===== config.mk =====
export PLATFORM = sky130hd
export DESIGN_NAME = pipeline_ctrl
export DESIGN_NICKNAME = d
export VERILOG_FILES = /design/src/rtl/pipeline_ctrl_pkg.sv /design/src/rtl/pipeline_ctrl_hazard_detect.sv /design/src/rtl/pipeline_ctrl.sv
export SDC_FILE = /design/constraint.sdc
export NUM_CORES = 1
export LEC_CHECK = 0
export ABC_AREA = 1
export CAP_MARGIN = 20
export CORE_ASPECT_RATIO = 0.7
export CORE_UTILIZATION = 52
export CTS_CLUSTER_SIZE = 12
export DETAILED_ROUTE_END_ITERATION = 16
export MAX_ROUTING_LAYER = met4
export PLACE_DENSITY = 0.86
export SYNTH_ARGS = -nofsm -noshare
export SYNTH_HDL_FRONTEND = slang
export SYNTH_SLANG_ARGS = --single-unit

===== constraint.sdc =====
create_clock -name clk -period 3 [get_ports clk]
set_input_delay 0.75 -clock clk [delete_from_list [all_inputs] [get_ports clk]]
set_output_delay 0.75 -clock clk [all_outputs]
set_load 0.01 [all_outputs]

===== src/rtl/pipeline_ctrl_pkg.sv =====
// Shared types and constants for the pipeline sequencing controller.
package pipeline_ctrl_pkg;

  typedef enum logic [1:0] {
    RUN  = 2'd0,
    WAIT = 2'd1,
    DONE = 2'd2
  } state_t;

  // Bit positions of the NZCV flags inside the status word.
  localparam int N_BIT = 3;
  localparam int Z_BIT = 2;
  localparam int C_BIT = 1;
  localparam int V_BIT = 0;

  typedef logic [3:0] reg_idx_t;

endpackage


===== src/rtl/pipeline_ctrl_hazard_detect.sv =====
// Combinational RAW detection: compares the ID sources against the EXE and MEM
// destinations. With forwarding, only a load in EXE can still cause a stall.
module hazard_detect
  import pipeline_ctrl_pkg::*;
#(
  parameter bit FWD_EN = 1'b1
) (
  input  reg_idx_t id_src1,
  input  reg_idx_t id_src2,
  input  logic     id_two_src,
  input  logic     id_src1_en,
  input  reg_idx_t exe_dest,
  input  logic     exe_wb_en,
  input  logic     exe_mem_r_en,
  input  reg_idx_t mem_dest,
  input  logic     mem_wb_en,
  output logic     raw_hazard
);

  reg_idx_t   src_idx [2];
  logic [1:0] src_en;
  logic [1:0] exe_match;
  logic [1:0] mem_match;

  assign src_idx[0] = id_src1;
  assign src_idx[1] = id_src2;
  assign src_en     = {id_two_src, id_src1_en};

  generate
    for (genvar gi = 0; gi < 2; gi++) begin : g_src
      assign exe_match[gi] = src_en[gi] && exe_wb_en && (exe_dest == src_idx[gi]);
      assign mem_match[gi] = src_en[gi] && mem_wb_en && (mem_dest == src_idx[gi]);
    end
  endgenerate

  assign raw_hazard = FWD_EN ? ((|exe_match) && exe_mem_r_en)
                             : ((|exe_match) || (|mem_match));

endmodule


===== src/rtl/pipeline_ctrl.sv =====
// Pipeline freeze/flush sequencing, memory-wait FSM, NZCV status register and
// saturating stall counters for the five-stage core.
module pipeline_ctrl
  import pipeline_ctrl_pkg::*;
#(
  parameter int MEM_WAIT = 4,
  parameter bit FWD_EN   = 1'b1,
  parameter int CNT_W    = 16
) (
  input  logic             clk,
  input  logic             rst,
  input  reg_idx_t         id_src1,
  input  reg_idx_t         id_src2,
  input  logic             id_two_src,
  input  logic             id_src1_en,
  input  reg_idx_t         exe_dest,
  input  logic             exe_wb_en,
  input  logic             exe_mem_r_en,
  input  reg_idx_t         mem_dest,
  input  logic             mem_wb_en,
  input  logic             mem_mem_r_en,
  input  logic             mem_mem_w_en,
  input  logic             branch_taken,
  input  logic             exe_s,
  input  logic [3:0]       alu_status,
  output logic             freeze_all,
  output logic             hazard,
  output logic             freeze_if,
  output logic             flush_if_id,
  output logic             flush_id_exe,
  output logic [3:0]       status,
  output logic [CNT_W-1:0] hazard_cycles,
  output logic [CNT_W-1:0] mem_wait_cycles
);

  localparam int CW = (MEM_WAIT > 0) ? $clog2(MEM_WAIT + 1) : 1;

  state_t           state_reg, state_next;
  logic [CW-1:0]    cnt_reg, cnt_next;
  logic [3:0]       status_reg;
  logic [CNT_W-1:0] hazard_cnt_reg;
  logic [CNT_W-1:0] wait_cnt_reg;
  logic             raw_hazard;
  logic             mem_is_mem;

  hazard_detect #(
    .FWD_EN(FWD_EN)
  ) u_hazard_detect (
    .id_src1     (id_src1),
    .id_src2     (id_src2),
    .id_two_src  (id_two_src),
    .id_src1_en  (id_src1_en),
    .exe_dest    (exe_dest),
    .exe_wb_en   (exe_wb_en),
    .exe_mem_r_en(exe_mem_r_en),
    .mem_dest    (mem_dest),
    .mem_wb_en   (mem_wb_en),
    .raw_hazard  (raw_hazard)
  );

  assign mem_is_mem = mem_mem_r_en | mem_mem_w_en;

  // DONE always returns to RUN so a serviced access gets one advance cycle
  // and is not picked up again while it is still sitting in MEM.
  always_comb begin
    state_next = state_reg;
    cnt_next   = cnt_reg;
    freeze_all = 1'b0;
    case (state_reg)
      RUN: begin
        if (mem_is_mem && (MEM_WAIT > 0)) begin
          freeze_all = 1'b1;
          if (MEM_WAIT == 1) begin
            state_next = DONE;
          end else begin
            state_next = WAIT;
            cnt_next   = CW'(MEM_WAIT - 1);
          end
        end
      end
      WAIT: begin
        freeze_all = 1'b1;
        cnt_next   = cnt_reg - CW'(1);
        if (cnt_reg == CW'(1)) begin
          state_next = DONE;
        end
      end
      DONE: begin
        state_next = RUN;
      end
      default: begin
        state_next = RUN;
      end
    endcase
  end

  // Freeze outranks branch, which outranks the RAW stall.
  assign hazard       = raw_hazard & ~branch_taken & ~freeze_all;
  assign freeze_if    = hazard;
  assign flush_if_id  = branch_taken & ~freeze_all;
  assign flush_id_exe = (branch_taken | hazard) & ~freeze_all;

  always_ff @(posedge clk or negedge rst) begin
    if (!rst) begin
      state_reg      <= RUN;
      cnt_reg        <= '0;
      status_reg     <= '0;
      hazard_cnt_reg <= '0;
      wait_cnt_reg   <= '0;
    end else begin
      state_reg <= state_next;
      cnt_reg   <= cnt_next;
      if (exe_s && !freeze_all) begin
        status_reg <= alu_status;
      end
      if (hazard && !(&hazard_cnt_reg)) begin
        hazard_cnt_reg <= hazard_cnt_reg + CNT_W'(1);
      end
      if (freeze_all && !(&wait_cnt_reg)) begin
        wait_cnt_reg <= wait_cnt_reg + CNT_W'(1);
      end
    end
  end

  assign status = {status_reg[N_BIT], status_reg[Z_BIT], status_reg[C_BIT], status_reg[V_BIT]};
  assign hazard_cycles   = hazard_cnt_reg;
  assign mem_wait_cycles = wait_cnt_reg;

endmodule


==> Word level (Yosys, flattened, before mapping) <==
Cells that the tools add are included.
Widths: inputs -> output; s select.
{ "totals": {"ff_bits": 41, "output_inout_bits": 41, "word_cells": 47} }
{ "classes": {"n_addsub": 3, "eq_ne": 6, "n_mux": 7, "bitwise_logic": 8, "n_reduce_logical": 18} }
{ "ops": {"columns": ["op", "count"], "rows": [
  ["$add 16x1->16 const B", 2],
  ["$reduce_and 16->1", 2],
  ["$eq 4x4->1", 2],
  ["$logic_and 1x1->1", 8],
  ["$pmux 3 s2", 1],
  ["$and 1x1->1", 4],
  ["$mux 2", 2],
  ["$ne 2x2->1 const B", 2],
  ["$pmux 2 s2", 1],
  ["$reduce_and 2->1", 2],
  ["$eq 3x1->1 const B", 1],
  ["$logic_not 1->1", 3],
  ["$mux 3", 1],
  ["$sub 3x1->3 const B", 1],
  ["$eq 2x1->1 const B", 1],
  ["$logic_not 2->1", 1],
  ["$not 1->1", 2],
  ["$or 1x1->1", 2],
  ["$pmux 1 s2", 1],
  ["$reduce_bool 2->1", 1],
  ["$reduce_or 2->1", 1],
  ["$mux 1", 1]
]} }

==> Logic depth before layout (Yosys ltp) <==
{ "depth": {"depth_word": 8, "mapped_depth": 10, "depth_no_buf": 10} }

==> Hierarchy <==
A second synthesis with hierarchy kept.
{ "hier_totals": {"cells_unflattened": 377, "area_unflattened_um2": 2595.0} }
{ "by_module_without_submodules": {"columns": ["module", "instances", "cells_each", "area_each_um2", "seq_area_each_um2"], "rows": [
  ["pipeline_ctrl", 1, 335, 2428.6, 1026.0],
  ["hazard_detect", 1, 42, 166.4, 0.0]
]} }

==> Worst setup path before layout <==
OpenSTA, ideal clock, no wires.
{ "synth_path": {"kind": "input-to-output", "from": "input port mem_mem_w_en", "to": "output port hazard", "t_arrival_ns": 1.786, "path_slack_ns": 0.464, "stages": 7, "path_buffers": 2, "path_cell_list": "o21ai_2 -> nand2_2 -> nor2_4 -> buf_2 -> nand2_1 -> inv_1 -> buf_4"} }
{ "synth_via": {"elab_chain_cells": 5} }
{ "synth_lines": {"columns": ["item", "line_no", "text"], "rows": [
  ["start, declared", "pipeline_ctrl.sv:22", "input logic mem_mem_w_en,"],
  ["$or 1x1->1", "pipeline_ctrl.sv:61", "assign mem_is_mem = mem_mem_r_en | mem_mem_w_en;"],
  ["$mux 1", "pipeline_ctrl.sv:71", "if (mem_is_mem && (MEM_WAIT > 0)) begin"],
  ["$pmux 1 s2", "pipeline_ctrl.sv:69", "case (state_reg)"],
  ["via freeze_all", "pipeline_ctrl.sv:26", "output logic freeze_all,"],
  ["$not 1->1", "pipeline_ctrl.sv:98", "assign hazard = raw_hazard & ~branch_taken & ~freeze_all;"],
  ["$and 1x1->1", "pipeline_ctrl.sv:98", null],
  ["end, declared", "pipeline_ctrl.sv:27", "output logic hazard,"]
]} }
The timed path passes the listed nets, and every way through them passes these cells.

==> Worst setup path in the final report <==
{ "layout_path": {"from": "input port mem_mem_w_en", "to": "output port flush_if_id"} }
{ "layout_via": {"elab_chain_cells": 5} }
{ "layout_lines": {"columns": ["item", "line_no", "text"], "rows": [
  ["$or 1x1->1", "pipeline_ctrl.sv:61", null],
  ["$mux 1", "pipeline_ctrl.sv:71", null],
  ["$pmux 1 s2", "pipeline_ctrl.sv:69", null],
  ["$not 1->1", "pipeline_ctrl.sv:100", "assign flush_if_id = branch_taken & ~freeze_all;"],
  ["$and 1x1->1", "pipeline_ctrl.sv:100", null],
  ["end, declared", "pipeline_ctrl.sv:29", "output logic flush_if_id,"]
]} }
No other way between the ends.

==> impl_metrics.env <==
export IMPL_synth_compound_gate_area_share_pct=5.00
export IMPL_whs_ns=0.483
export IMPL_hold_viol=0
export IMPL_avgViaCountPerCell=4.97
export IMPL_ios=72
export IMPL_layout_nets=462
export IMPL_maxSlewViolCount=0
export IMPL_die_h_um=60.9
export IMPL_core_area_um2=4780
export IMPL_p_leak_nw=1.63
export IMPL_postCtsHoldBufs=0
export IMPL_die_w_um=86.2
export IMPL_place_inst=489
export IMPL_total_power_mw=2.00
export IMPL_hold_path_class="flop to flop"
export IMPL_drive_gt1_share_pct=8.18
export IMPL_synth_fa_ha_area_share_pct=1.94
export IMPL_critPathCaptureType="output pin"
export IMPL_final_util_pct=71.4
export IMPL_fin_ws_ns=0.0736
export IMPL_wl_per_cell_um=11.7
export IMPL_crit_buf_inv=2
export IMPL_drt_iter0_drc=139
export IMPL_rsz0062_at_grt="false"
export IMPL_ant_nets=0
export IMPL_r2r_end="mem_wait_cycles[6]$_DFFE_PN0P_"
export IMPL_synth_xor_area_share_pct=3.74
export IMPL_place_area_um2=3300
export IMPL_vdd_drop_max_mv=0.535
export IMPL_hpwl_mm=4.27
export IMPL_critPathMaxStageDelay_ns=0.55
export IMPL_rows=21
export IMPL_stdcell_area_um2=3410
export IMPL_vias=2470
export IMPL_worstPathRequired_ns=2.25
export IMPL_path_clk_slew_ns=0.08
export IMPL_grt_first_pass_wirelength_mm=9.33
export IMPL_status="complete, no violations"
export IMPL_initial_core_util_pct=53.9
export IMPL_syn_area_per_cell_um2=7.20
export IMPL_tns_ns=0
export IMPL_grt_overflow_total=0
export IMPL_path_common_cell="clkdlybuf4s50_1"
export IMPL_io_buffers=66
export IMPL_crit_fanout=4
export IMPL_hold_end="state_reg[1]$_DFFE_PN0P_"
export IMPL_syn_nets=393
export IMPL_period_share_pct=97.5
export IMPL_grt_max_degree=42
export IMPL_layout_commonest_cell="nand2_1"
export IMPL_cap_violations=0
export IMPL_path_cells="clkdlybuf4s50_1, o21ai_2, nand2_2, nor2_1, clkdlybuf4s50_1"
export IMPL_ys_types=31
export IMPL_syn_to_final_growth_pct=32.4
export IMPL_clock_latency_ns=0.29
export IMPL_cts_tree="done"
export IMPL_final_cells=497
export IMPL_cts_htree_levels=2
export IMPL_crit_cells=5
export IMPL_wirelength_mm=5.80
export IMPL_synthesis_area_um2=2580
export IMPL_yosysWarningCount=0
export IMPL_cts_root_buf="clkbuf_8"
export IMPL_power_density_nw_per_um2=586
export IMPL_critPathArrivalTime_ns=2.18
export IMPL_crit_path_start_kind="input port"
export IMPL_cts_buffers=5
export IMPL_synth_simple_area_share_pct=36.7
export IMPL_crit_type="input port to output pin"
export IMPL_place_ws_ns=-0.146
export IMPL_finalCriticalPeriod_ns=2.93
export IMPL_grt_usage_pct=23.9
export IMPL_worstMarginPinSlew_ns=0.905
export IMPL_clkSinkCount=41
export IMPL_dieArea_um2=5250
export IMPL_ys_ff_latch=41
export IMPL_drc_errors=0
export IMPL_drtPass1Iterations=4
export IMPL_r2r_start="mem_wait_cycles[0]$_DFFE_PN0P_"
export IMPL_gp_congestion=0.826
export IMPL_antennaDiodeCount=0
export IMPL_grt_pass1_vias=2129
export IMPL_antenna_found_initial=0
export IMPL_synth_top_family_by_area="simple AND/OR/NAND/NOR gates"
export IMPL_seq_area_frac_synth_pct=39.8
export IMPL_hp_start="cnt_reg[2]$_DFFE_PN0P_"
export IMPL_setup_violations=0
export IMPL_hold_depth=1
export IMPL_slowest_stage="clkdlybuf4s50_1"
export IMPL_layout_common_cells="nand2_1, clkdlybuf4s50_1, inv_1"
export IMPL_clock_skew_ns=0.00565
export IMPL_synth_area_mux_share_pct=1.75
export IMPL_cts_max_path_buffers=2
export IMPL_syn_inst=358
export IMPL_path_delay_family="buffers and inverters"
export IMPL_relSlewSlack_pct=39.7
export IMPL_max_freq_mhz=342
export IMPL_worstRegToRegCells=8
export IMPL_rrSetupSlack_ns=1.23
cell families (layout without fill, tap and decap cells):
logic type,after synthesis,in the layout
simple gates,206,206
buf+inv,70,140
fa+ha+maj,4,4
flops,41,41
compound gates,22,22
mux,4,4
xor+xnor,11,11
repair_timing:
item / 4_1_cts / 5_1_grt
setup endpoints to repair: 3 / 1
resized for setup: 3 / 1
setup buffers: 0 / 0
cell usage after synthesis:
| cell type | instances | area [um^2] |
|---|---|---|
| nand2_1 | 108 | 405 |
| inv_1 | 61 | 229 |
| dfrtp_1 | 41 | 1030 |
| nor2_1 | 32 | 120 |
| nand3_1 | 25 | 125 |
| nand4_1 | 18 | 113 |
| o21ai_0 | 13 | 65.1 |
| xor2_1 | 7 | 61.3 |
| nor3_1 | 6 | 30.0 |
| buf_2 | 4 | 20.0 |
| ha_1 | 4 | 50.1 |
| mux2_2 | 4 | 45.0 |
| o21ai_2 | 4 | 35.0 |
| xnor2_1 | 4 | 35.0 |
| a21oi_1 | 3 | 15.0 |
| nand2_2 | 3 | 18.8 |
| nand3_2 | 3 | 30.0 |
| nand3b_1 | 3 | 22.5 |
| buf_4 | 2 | 15.0 |
| nor2_2 | 2 | 12.5 |
| a22oi_1 | 1 | 7.51 |
| and2_1 | 1 | 6.26 |
| buf_6 | 1 | 11.3 |
| inv_2 | 1 | 3.75 |
| inv_4 | 1 | 6.26 |
| nand2_4 | 1 | 11.3 |
| nand3b_2 | 1 | 11.3 |
| nand4_2 | 1 | 12.5 |
| nor2_4 | 1 | 11.3 |
| nor3_4 | 1 | 16.3 |
| o22ai_1 | 1 | 6.26 |
final cells by class:
| type | instances | area, um^2 |
|---|---|---|
| timing repair buffer | 69 | 676 |
| multi-input combinational | 247 | 1270 |
| clock inverter | 2 | 37.5 |
| tap | 69 | 86.3 |
| sequential | 41 | 1030 |
| clock buffer | 6 | 82.6 |
| inverter | 63 | 239 |
| fill | 396 | 1370 |
report_power, final:
part | internal, mW | leakage [nW] | switching [mW]
Combinational | 0.365 | 1.04 | 0.378
Sequential | 0.676 | 0.532 | 0.113
Clock | 0.271 | 0.0574 | 0.197
Total | 1.31 | 1.63 | 0.688
metal layers:
layer	wire (um)	track usage [%]
met1	2750	29.9
met4	25	6.90
met3	337	5.44
met2	2690	39.6
met5	0	-
worst max path at each step:
stage,start,to,slack [ns]
2_1_floorplan,mem_mem_w_en,hazard,0.46
3_3_place_gp,exe_dest[0],flush_id_exe,-0.1
3_5_place_dp,exe_dest[1],flush_id_exe,-0.15
4_1_cts,mem_mem_w_en,flush_if_id,0.05
5_1_grt,exe_dest[0],flush_id_exe,0.02
6_report,mem_mem_w_en,flush_if_id,0.07
No activity file was read; power rests on OpenSTA's default activity.
